`config.mk`:
```
export PLATFORM = sky130hd
export DESIGN_NAME = comma_align_deserializer
export DESIGN_NICKNAME = d
export VERILOG_FILES = /design/src/rtl/comma_align_deserializer.sv
export SDC_FILE = /design/constraint.sdc
export NUM_CORES = 1
export LEC_CHECK = 0
export CORE_AREA = 2 2 64 66
export CTS_CLUSTER_DIAMETER = 120
export DETAILED_ROUTE_END_ITERATION = 7
export DIE_AREA = 0 0 66 68
export PLACE_DENSITY = 0.8
export SYNTH_ARGS = -nofsm -noshare
export SYNTH_HDL_FRONTEND = slang
export SYNTH_SLANG_ARGS = --single-unit
```
`constraint.sdc`:
```
create_clock -name clk -period 6.1 [get_ports clk]
set_input_delay 1.22 -clock clk [delete_from_list [all_inputs] [get_ports clk]]
set_output_delay 1.22 -clock clk [all_outputs]
set_load 0.03 [all_outputs]
```
`src/rtl/comma_align_deserializer.sv`:
```
// Serial-to-parallel converter that recovers 8b/10b word boundaries from comma
// detection, emits aligned words with a one-cycle strobe and reports lock.
module comma_align_deserializer #(
  parameter int               WIDTH      = 10,
  parameter logic [WIDTH-1:0] COMMA      = 10'b0011111010,
  parameter bit               LSB_FIRST  = 1'b1,
  parameter int               LOCK_COUNT = 3,
  parameter int               LOSS_COUNT = 4
) (
  input  logic             clk,
  input  logic             reset_n,
  input  logic             datin,
  input  logic             bit_valid,
  input  logic             realign_en,
  output logic [WIDTH-1:0] datout,
  output logic             dat_valid,
  output logic             is_comma,
  output logic             locked
);

  localparam int PW = (WIDTH > 1) ? $clog2(WIDTH) : 1;
  localparam int FW = $clog2(WIDTH + 1);
  localparam int GW = $clog2(LOCK_COUNT + 1);
  localparam int BW = $clog2(LOSS_COUNT + 1);
  localparam logic [PW-1:0] PH_LAST = PW'(WIDTH - 1);

  typedef enum logic [1:0] {HUNT, CHECK, LOCKED} state_t;

  state_t           state, state_n;
  logic [WIDTH-1:0] window;
  logic [WIDTH-1:0] win_shift;
  logic [PW-1:0]    phase, phase_n;
  logic [FW-1:0]    fill;
  logic [GW-1:0]    good_cnt, good_n;
  logic [BW-1:0]    bad_cnt, bad_n;
  logic             locked_n;
  logic             emit;
  logic             filled;
  logic             hit;
  logic             boundary;

  function automatic logic [FW-1:0] sat_inc(input logic [FW-1:0] v);
    return (v == FW'(WIDTH)) ? v : v + FW'(1);
  endfunction

  function automatic logic [WIDTH-1:0] bit_rev(input logic [WIDTH-1:0] v);
    logic [WIDTH-1:0] r;
    for (int i = 0; i < WIDTH; i++) r[i] = v[WIDTH-1-i];
    return r;
  endfunction

  // Newest bit enters at the top so index 0 always holds the oldest bit.
  assign win_shift = {datin, window[WIDTH-1:1]};
  assign filled    = (fill >= FW'(WIDTH - 1));
  assign hit       = bit_valid && filled && ((win_shift == COMMA) || (win_shift == ~COMMA));
  assign boundary  = bit_valid && (phase == PH_LAST);

  always_comb begin
    state_n  = state;
    phase_n  = phase;
    good_n   = good_cnt;
    bad_n    = bad_cnt;
    locked_n = locked;
    emit     = 1'b0;
    if (bit_valid) phase_n = boundary ? '0 : phase + PW'(1);
    case (state)
      HUNT: begin
        if (hit) begin
          phase_n = '0;
          emit    = 1'b1;
          good_n  = GW'(1);
          if (LOCK_COUNT <= 1) begin
            state_n  = LOCKED;
            locked_n = 1'b1;
          end else begin
            state_n = CHECK;
          end
        end
      end
      CHECK: begin
        if (boundary) begin
          emit = 1'b1;
          if (hit) begin
            good_n = good_cnt + GW'(1);
            if (int'(good_cnt) + 1 >= LOCK_COUNT) begin
              state_n  = LOCKED;
              locked_n = 1'b1;
            end
          end
        end else if (hit) begin
          phase_n = '0;
          emit    = 1'b1;
          good_n  = GW'(1);
        end
      end
      LOCKED: begin
        if (boundary) begin
          emit = 1'b1;
          if (hit) bad_n = '0;
        end else if (hit && realign_en) begin
          if (int'(bad_cnt) + 1 >= LOSS_COUNT) begin
            state_n  = CHECK;
            locked_n = 1'b0;
            phase_n  = '0;
            emit     = 1'b1;
            good_n   = GW'(1);
            bad_n    = '0;
          end else begin
            bad_n = bad_cnt + BW'(1);
          end
        end
      end
      default: state_n = HUNT;
    endcase
  end

  // Window contents are ignored until fill reaches WIDTH, so it needs no reset.
  always_ff @(posedge clk) begin
    if (bit_valid) window <= win_shift;
  end

  always_ff @(posedge clk or negedge reset_n) begin
    if (!reset_n) begin
      state     <= HUNT;
      phase     <= '0;
      fill      <= '0;
      good_cnt  <= '0;
      bad_cnt   <= '0;
      locked    <= 1'b0;
      dat_valid <= 1'b0;
      is_comma  <= 1'b0;
      datout    <= '0;
    end else begin
      state     <= state_n;
      phase     <= phase_n;
      good_cnt  <= good_n;
      bad_cnt   <= bad_n;
      locked    <= locked_n;
      dat_valid <= emit;
      if (bit_valid) fill <= sat_inc(fill);
      if (emit) begin
        datout   <= LSB_FIRST ? win_shift : bit_rev(win_shift);
        is_comma <= hit;
      end
    end
  end

endmodule

```
======== Word level (Yosys, flattened, before mapping) ========
Cells that the tools add are included.
word-level totals
  flip-flop bits (word level) ............. 38
  input bits .............................. 5
  word-level logic and storage cells ...... 86
cells by class
  add/subtract/negate cells ............... 6
  order comparisons ....................... 3
  eq/ne operators ......................... 15
  multiplexer cells ....................... 37
  bitwise logic cells ..................... 1
  reductions and logical operators ........ 14
operator list
  cell                    number
  $mux W4                 7
  $mux W2                 10
  $ne A2 B2 Y1 const B    8
  $reduce_and A7 Y1       2
  $mux W3                 4
  $pmux W2 S3             2
  $pmux W4 S3             1
  $mux W1                 11
  $eq A10 B10 Y1 const B  1
  $eq A10 B8 Y1 const B   1
  $add A4 B1 Y4 const B   2
  $eq A4 B4 Y1 const B    2
  $reduce_and A5 Y1       1
  $add A3 B1 Y4 const B   1
  $ge A4 B3 Y1 const B    1
  $ge A4 B4 Y1 const B    1
  $logic_and A1 B1 Y1     4
  $reduce_bool A2 Y1      2
  $add A2 B1 Y3 const B   1
  $add A3 B1 Y3 const B   1
  $ge A3 B2 Y1 const B    1
  $ne A3 B3 Y1 const B    1
  $pmux W1 S3             1
  $reduce_and A3 Y1       1
  other kinds (9)         9

======== Longest topological paths before layout ========
Gate-level depths: netlist of run 1.
  depth after elaboration ................. 8
  depth in mapped cells ................... 9
  gate-level depth less buffers ........... 8

======== Worst setup path after synthesis of run 1 ========
Ideal clock, no wire load.
  path type ............................... input -> register
  from .................................... in datin
  to ...................................... reg datout[0]
  library setup time ...................... 0.125 ns
  arrival time ............................ 2.517 ns
  slack ................................... 3.458 ns
  cell stages on the path ................. 6
  path buffers ............................ 1
  cell sequence ........................... nor4_4 > o211ai_4 > a21boi_4 > o21ba_4 > buf_12 > mux2_4
on the way
  longest elaborated chain between the ends .. 7
  elaborated cells between the ends (all ways) .. 10
ends and longest elaborated chain
  item                                             line  text
  start, declared                                  12    input logic datin,
  $eq A10 B8 Y1 or $eq A10 B10 Y1 (tied branches)  55    assign hit = bit_valid && filled && ((win_shift == COMMA) || (win_shift == ~COMMA));
  $logic_or A1 B1 Y1 (*)                           55
  $logic_and A1 B1 Y1 (*)                          55
  $logic_and A1 B1 Y1                              100   end else if (hit && realign_en) begin
  $mux W1                                          100
  $mux W1                                          97    if (boundary) begin
  $pmux W1 S3 (*)                                  66    case (state)
  named net emit                                   37    logic emit;
  end signal, assigned                             142   datout <= LSB_FIRST ? win_shift : bit_rev(win_shift);
  end, declared                                    15    output logic [WIDTH-1:0] datout,
The timed path passes the listed nets; every way through them passes the cells marked *.
A chain may end at the register's enable or synchronous reset.

======== Worst setup path in the final report of run 1 ========
  from .................................... in bit_valid
  to ...................................... reg datout[3]
on the way
  longest elaborated chain between the ends .. 6
  elaborated cells between the ends (all ways) .. 9
ends and longest elaborated chain
  item                               line  text
  start, declared                    13    input logic bit_valid,
  $logic_and A1 B1 Y1 (2 in series)  55
  $logic_and A1 B1 Y1                100
  $mux W1                            100
  $mux W1                            97
  $pmux W1 S3 (*)                    66
Mark *: on every way between the ends. The rest lies on a longest branch, timed or not.

==> results of run 1 <==
==> metal layers <==
| metal | routed length [µm] | vias to the layer above | track usage |
|---|---|---|---|
| li1 | - | 660 | - |
| met2 | 1925 | 35 | 0.3308 |
| met3 | 164 | 7 | 0.04770 |
| met1 | 1688 | 677 | 0.2391 |
| met4 | 74 | 0 | 0.08929 |
| met5 | 0 | - | 0 |
==> sequential cells by signal (all words and copies together), names as in the netlist <==
register / flops
is_comma: 1
fill: 4
phase: 4
bad_cnt: 3
window: 9
good_cnt: 2
datout: 10
dat_valid: 1
locked: 1
state: 2
==> cell families after synthesis <==
group | Yosys count
flip-flops | 37
XOR/XNOR | 4
adder cells (fa/ha/maj) | 13
multiplexers | 12
AND/OR/NAND/NOR | 49
buffers and inverters | 15
AO/OA/AOI/OAI | 40
==> placed cells by master, fill, tap and decap left out, drive strengths merged, types with 2 or more instances in the layout <==
master,n
clkdlybuf4s50,17
clkbuf,5
nor3,3
mux2,12
a21oi,7
nand4,4
nand3,2
edfxtp,9
o211ai,3
nor2b,3
a31oi,3
inv,10
nand2,13
dfrtp,28
and3,2
a211oi,2
nor2,11
ha,13
nor4,2
a22oi,3
a21boi,2
xnor2,3
o21ai,12
==> path summary, 6_finish.rpt <==
kind	slack [ps]	cells past startpoint	from	end
setup / recovery	2630	7	bit_valid	datout[3]$_DFFE_PN0P_
hold / removal	510	2	locked$_DFFE_PN0P_	locked$_DFFE_PN0P_
setup reg to reg	3870	7	bad_cnt[0]$_DFFE_PN0P_	datout[3]$_DFFE_PN0P_
hold reg to reg	510	2	locked$_DFFE_PN0P_	locked$_DFFE_PN0P_
max in group asynchronous	4530	2	reset_n	state[0]$_DFFE_PN0P_
min in group asynchronous	1290	2	reset_n	fill[2]$_DFFE_PN0P_
==> report_power, final <==
part           leakage (nW)  switching, mW  internal (mW)
combinational         0.476          0.169          0.148
sequential            0.459         0.0560          0.313
clock                0.0445         0.0938         0.0810
total                 0.979          0.319          0.542
==> final cells by class <==
cell class	instances	area, µm²
repair buffers	18	177.7
fillers	306	1578
clock buffers	5	68.82
inverters	9	33.78
multi-input cells	118	943.4
well taps	50	62.56
flip-flops and latches	37	970.9
clock inverters	3	21.27
==> tightest hold or removal path, delay by kind of cell (launching register included) <==
family | cells | cell delay [ps]
and+or+nand+nor | 1 | 60
DFF | 1 | 340
AOI/OAI and AO/OA | 1 | 80
==> load_flow_metrics.sql, run 1 <==
INSERT INTO impl_metrics (metric_group, metric, value, unit) VALUES
('routing', 'drc', '0', ''),
('floorplan', 'dieArea', '4488', 'µm²'),
('layout', 'finish.utilization', '0.5909', ''),
('logic_synthesis', 'synth_seq_area_share', '0.4887', ''),
('timing', 'timing.final.hold_violations', '0', ''),
('floorplan', 'placement_rows', '23', ''),
('placed_design', 'dpl_worst_slack', '2321', 'ps'),
('placed_design', 'gp_congestion', '0.8513', ''),
('grt', 'initial_antenna_violation_count', '0', ''),
('worst_setup_path', 'cp_top_family', 'compound AO/OA/AOI/OAI gates', ''),
('timing', 'grt_setup_unrepaired', 'false', ''),
('logic_synthesis', 'synth_area_in_adders', '0.08186', ''),
('logic_synthesis', 'postSynth.topFlopCell', 'dfrtp_1', ''),
('logic_synthesis', 'yosysMostFrequentCell', 'dfrtp_1', ''),
('worst_setup_path', 'timing.setup.critical_path_class', 'in2reg', ''),
('logic_synthesis', 'synth_top_family_by_area', 'compound AO/OA/AOI/OAI gates', ''),
('job', 'reported_max_cap_violation_count', '0', ''),
('worst_setup_path', 'critPathRequiredTime', '6290', 'ps'),
('layout', 'diodes', '0', ''),
('logic_synthesis', 'ys_warn_count', '0', ''),
('floorplan', 'start_util', '0.5152', ''),
('logic_synthesis', 'synth_nets', '188', ''),
('placed_design', 'dp_hpwl', '2750', 'µm'),
('logic_synthesis', 'synth_edf_count', '9', ''),
('clock_network', 'cts_sinks', '37', ''),
('clock_network', 'cts-buffers-inserted', '5', ''),
('layout', 'area.growth.synth_to_final', '14.67', '%'),
('grt', 'grt_util_all_layers', '0.1958', ''),
('timing', 'clock.fmax', '0.2878', 'GHz'),
('grt', 'grt_max_degree', '29', ''),
('routing', 'via_count', '1379', ''),
('routing', 'route.antenna.remaining_nets', '0', ''),
('logic_synthesis', 'ys_top_cells_by_area', 'dfrtp_1 (35%), edfxtp_1 (14%), ha_1 (8.2%)', ''),
('logic_synthesis', 'synth.cells.most_frequent', 'dfrtp_1 (28), ha_1 (13), nand2_1 (13)', ''),
('clock_network', 'clk_latency', '300', 'ps'),
('worst_setup_path', 'critPathSlowestCell', 'clkdlybuf4s50_1', ''),
('layout', 'drive_above_1_share', '0.1526', ''),
('placed_design', 'detailed_place.area', '2188', 'µm²'),
('power_and_ir_drop', 'pwr_density_cell', '378.0', 'nW/µm²'),
('timing', 'timing.hold.ws', '505.1', 'ps'),
('clock_network', 'ctsHoldBuffers', '0', ''),
('logic_synthesis', 'synth-seq-cells', '37', ''),
('timing', 'final-setup-viol-count', '0', ''),
('logic_synthesis', 'share_of_the_synthesized_area_in_compound_gates_ao_oa_aoi_oai', '0.1505', ''),
('outcome', 'run_status', 'finished clean', ''),
('placed_design', 'dpl.cell_count', '232', ''),
('worst_setup_path', 'buffering_stage_count_on_the_worst_path_with_inverters_included', '1', ''),
('grt', 'globalRouteOverflowTotal', '0', ''),
('timing', 'final_setup_margin', '2625', 'ps'),
('power_and_ir_drop', 'power.total', '0.8613', 'mW'),
('clock_network', 'tritoncts', 'done', ''),
('timing', 'timing.max_slew.rel_slack', '0.4958', ''),
('timing', 'worst-slew-pin-transition', '753.9', 'ps'),
('routing', 'detailedRoute.firstIterationViolations', '115', ''),
('timing', 'final_period_minus_worst_setup_slack', '3475', 'ps'),
('floorplan', 'pin_count', '18', ''),
('floorplan', 'chipWidth', '66', 'µm'),
('timing', 'fin_worst_skew', '8.460', 'ps'),
('placed_design', 'portBuffers', '17', ''),
('layout', 'final_stage_net_count', '207', ''),
('layout', 'layoutNonFillerInstCount', '240', ''),
('logic_synthesis', 'netlist-cell-type-count', '47', ''),
('timing', 'timing.final.max_slew_violations', '0', ''),
('logic_synthesis', 'synth_largest_area_cell', 'dfrtp_1', ''),
('routing', 'drt-pass1-iter-count', '6', ''),
('worst_setup_path', 'crit_path_max_fanout', '21', ''),
('worst_setup_path', 'critical_path.startpoint_type', 'primary input', ''),
('logic_synthesis', 'post_synthesis_share_of_cell_area_spent_on_and_or_nand_and_nor_gates', '0.1398', ''),
('grt', 'vias_in_the_first_global_route', '1371', ''),
('clock_network', 'post_cts_resized', '0', ''),
('power_and_ir_drop', 'p_leak', '0.9794', 'nW');
No activity file was read; power rests on OpenSTA's default activity.
==> inputs of run 2 (changes only) <==
clock period = 3.3 ns   (was 6.1 ns; I/O delays follow)
==> run 2 against run 1 <==
Net effect:
- routed wire length up 0.52%
- clock power up 140%
- die area did not move
- first-iteration DRC count rose by 7.0%
- combinational power up 85%
- register-to-register slack got worse by 2800 ps
- count of clock-buffer cells in the layout up 1
- power rose by 95%
- via count increased by 1.2%
- critical path depth is the same
- worst hold slack better by 2.8 ps
- sequential share of layout area down 0.83 points
- largest power group unchanged
==> load_flow_metrics.sql, run 2 (synthesis gave the netlist of run 1 again) <==
INSERT INTO impl_metrics (metric_group, metric, value, unit) VALUES
('worst_setup_path', 'crit_path_max_fanout', '11', ''),
('layout', 'diodes', '0', ''),
('power_and_ir_drop', 'p_leak', '1.003', 'nW'),
('placed_design', 'portBuffers', '17', ''),
('power_and_ir_drop', 'pwr_density_cell', '724.7', 'nW/µm²'),
('worst_setup_path', 'critical_path.endpoint_type', 'flop', ''),
('layout', 'top_register', 'datout', ''),
('clock_network', 'cts.clk_slew.worst_paths', '80', 'ps'),
('grt', 'grt_util_all_layers', '0.2031', ''),
('layout', 'largest_reg_flops', '10', ''),
('grt', 'globalRouteOverflowTotal', '0', ''),
('routing', 'detailedRoute.firstIterationViolations', '123', ''),
('timing', 'timing.final.max_slew_violations', '0', ''),
('worst_setup_path', 'critical_path.startpoint_type', 'primary input', ''),
('worst_setup_path', 'r2r_cells', '6', ''),
('clock_network', 'post_cts_resized', '0', ''),
('floorplan', 'dieArea', '4488', 'µm²'),
('timing', 'final_period_minus_worst_setup_slack', '2502', 'ps'),
('clock_network', 'cts_max_path_buffers', '2', ''),
('worst_setup_path', 'worstPathArrival', '2700', 'ps'),
('worst_setup_path', 'critPathRequiredTime', '3490', 'ps'),
('hold_path', 'min_to', 'window[2]$_DFFE_PP_', ''),
('timing', 'fin_worst_skew', '12.55', 'ps'),
('worst_setup_path', 'setup.reg_to_reg.worst_slack', '1120', 'ps'),
('floorplan', 'pin_count', '18', ''),
('clock_network', 'cts-buffers-inserted', '5', ''),
('worst_setup_path', 'startpoint', 'bit_valid', ''),
('clock_network', 'clk_latency', '300', 'ps'),
('layout', 'mostFrequentLayoutCell', 'dfrtp_1', ''),
('layout', 'top_library_cells_by_usage_in_the_layout_fill_and_taps_aside', 'dfrtp_1 (28), clkdlybuf4s50_1 (17), nand2_1 (13), ha_1 (13)', ''),
('power_and_ir_drop', 'peakVddDrop', '468.8', 'µV'),
('worst_setup_path', 'reg2reg_from', 'window[5]$_DFFE_PP_', ''),
('grt', 'vias_in_the_first_global_route', '1450', ''),
('clock_network', 'cts_sinks', '37', ''),
('worst_setup_path', 'crit-reg2reg-capture', 'datout[3]$_DFFE_PN0P_', ''),
('layout', 'postLayoutCellArea', '2323', 'µm²'),
('routing', 'via_count', '1395', ''),
('hold_path', 'hold_path.startpoint', 'window[3]$_DFFE_PP_', ''),
('routing', 'drt-pass1-iter-count', '4', ''),
('timing', 'timing.max_slew.rel_slack', '0.7405', ''),
('timing', 'grt_setup_unrepaired', 'false', ''),
('placed_design', 'gp_congestion', '0.8834', ''),
('routing', 'route.antenna.remaining_nets', '0', ''),
('routing', 'route.final.wire_length', '3873', 'µm'),
('timing', 'timing.final.hold_violations', '0', ''),
('floorplan', 'die-height', '68', 'µm'),
('hold_path', 'worstHoldPathType', 'reg2reg', ''),
('grt', 'initial_antenna_violation_count', '0', ''),
('clock_network', 'ctsHoldBuffers', '0', ''),
('grt', 'grt_pass1_wl', '6782', 'µm'),
('placed_design', 'detailed_place.area', '2203', 'µm²'),
('timing', 'final.period_utilization', '0.7582', ''),
('clock_network', 'htree_num_levels', '2', ''),
('timing', 'totalNegativeSetupSlack', '0', 'ps'),
('clock_network', 'cts.root.buffer_cell', 'clkbuf_8', ''),
('clock_network', 'tritoncts', 'done', ''),
('floorplan', 'placement_rows', '23', ''),
('job', 'reported_max_cap_violation_count', '0', ''),
('layout', 'drive_above_1_share', '0.1615', ''),
('grt', 'grt_max_degree', '29', ''),
('routing', 'drt-vias-per-instance', '5.764', ''),
('routing', 'routedWlPerCell', '16.00', 'µm'),
('hold_path', 'whs_path_depth', '0', ''),
('floorplan', 'core_region_area', '3856', 'µm²'),
('layout', 'area.growth.synth_to_final', '16.94', '%'),
('timing', 'worst-slew-pin-transition', '379.5', 'ps'),
('worst_setup_path', 'timing.setup.critical_path_class', 'in2reg', ''),
('floorplan', 'chipWidth', '66', 'µm'),
('layout', 'regs_by_ff_count', 'datout (10), window (9)', ''),
('floorplan', 'start_util', '0.5152', ''),
('outcome', 'run_status', 'finished clean', ''),
('layout', 'final_stage_net_count', '209', ''),
('clock_network', 'post_cts_buffers', '0', ''),
('placed_design', 'dp_hpwl', '2826', 'µm'),
('routing', 'drc', '0', ''),
('timing', 'clock.fmax', '0.3996', 'GHz'),
('timing', 'final-setup-viol-count', '0', '');
==> run 2: area by class of cell <==
class                      instances  area [µm²]
sequential                        37       970.9
timing repair buffer              20       192.7
clock inverter                     2       37.54
tap                               50       62.56
fill                             308        1533
multi-input combinational        118       943.4
inverter                           9       33.78
clock buffer                       6       82.58
==> run 2: how the worst max path moves through the flow <==
stage                                        to
final                     datout[3]$_DFFE_PN0P_
after global routing      datout[3]$_DFFE_PN0P_
after CTS                 datout[3]$_DFFE_PN0P_
after detailed placement  datout[3]$_DFFE_PN0P_
after global placement    datout[3]$_DFFE_PN0P_
after floorplan           datout[0]$_DFFE_PN0P_
==> run 2: routing by layer <==
metal	track usage	up-vias	wire length [µm]
li1	-	667	-
met1	0.2476	688	1722
met2	0.3422	33	1937
met3	0.05592	7	144
met4	0.08418	0	68
met5	0	-	0
==> run 2: critical path: stages <==
cell and delay [ps]:
clkdlybuf4s50_1 650, nand2_1 110, a21oi_2 240, o211ai_4 160
a21boi_4 210, o21ba_4 300, mux2_2 360
==> run 2: where the power goes <==
part           internal [mW]  total [mW]  switching, mW
clock network          0.246       0.416          0.170
registers              0.579       0.680          0.101
logic                  0.275       0.588          0.313
==> run 2: metrics by stage <==
step / setup slack, ps / hold slack [ps] / power, mW / utilization / instances
finish: 797.8 / 507.9 / 1.684 / 0.6025 / 242
global route: 699.0 / 524.6 / 1.785 / 0.6025 / 242
CTS: 789.8 / 511.0 / 1.691 / 0.6025 / 242
detailed placement: 476.2 / 494.6 / 1.274 / 0.5714 / 234
global placement: 562.4 / 474.3 / 1.239 / 0.5714 / 234
floorplan: 1218 / 364.4 / 1.073 / - / 170
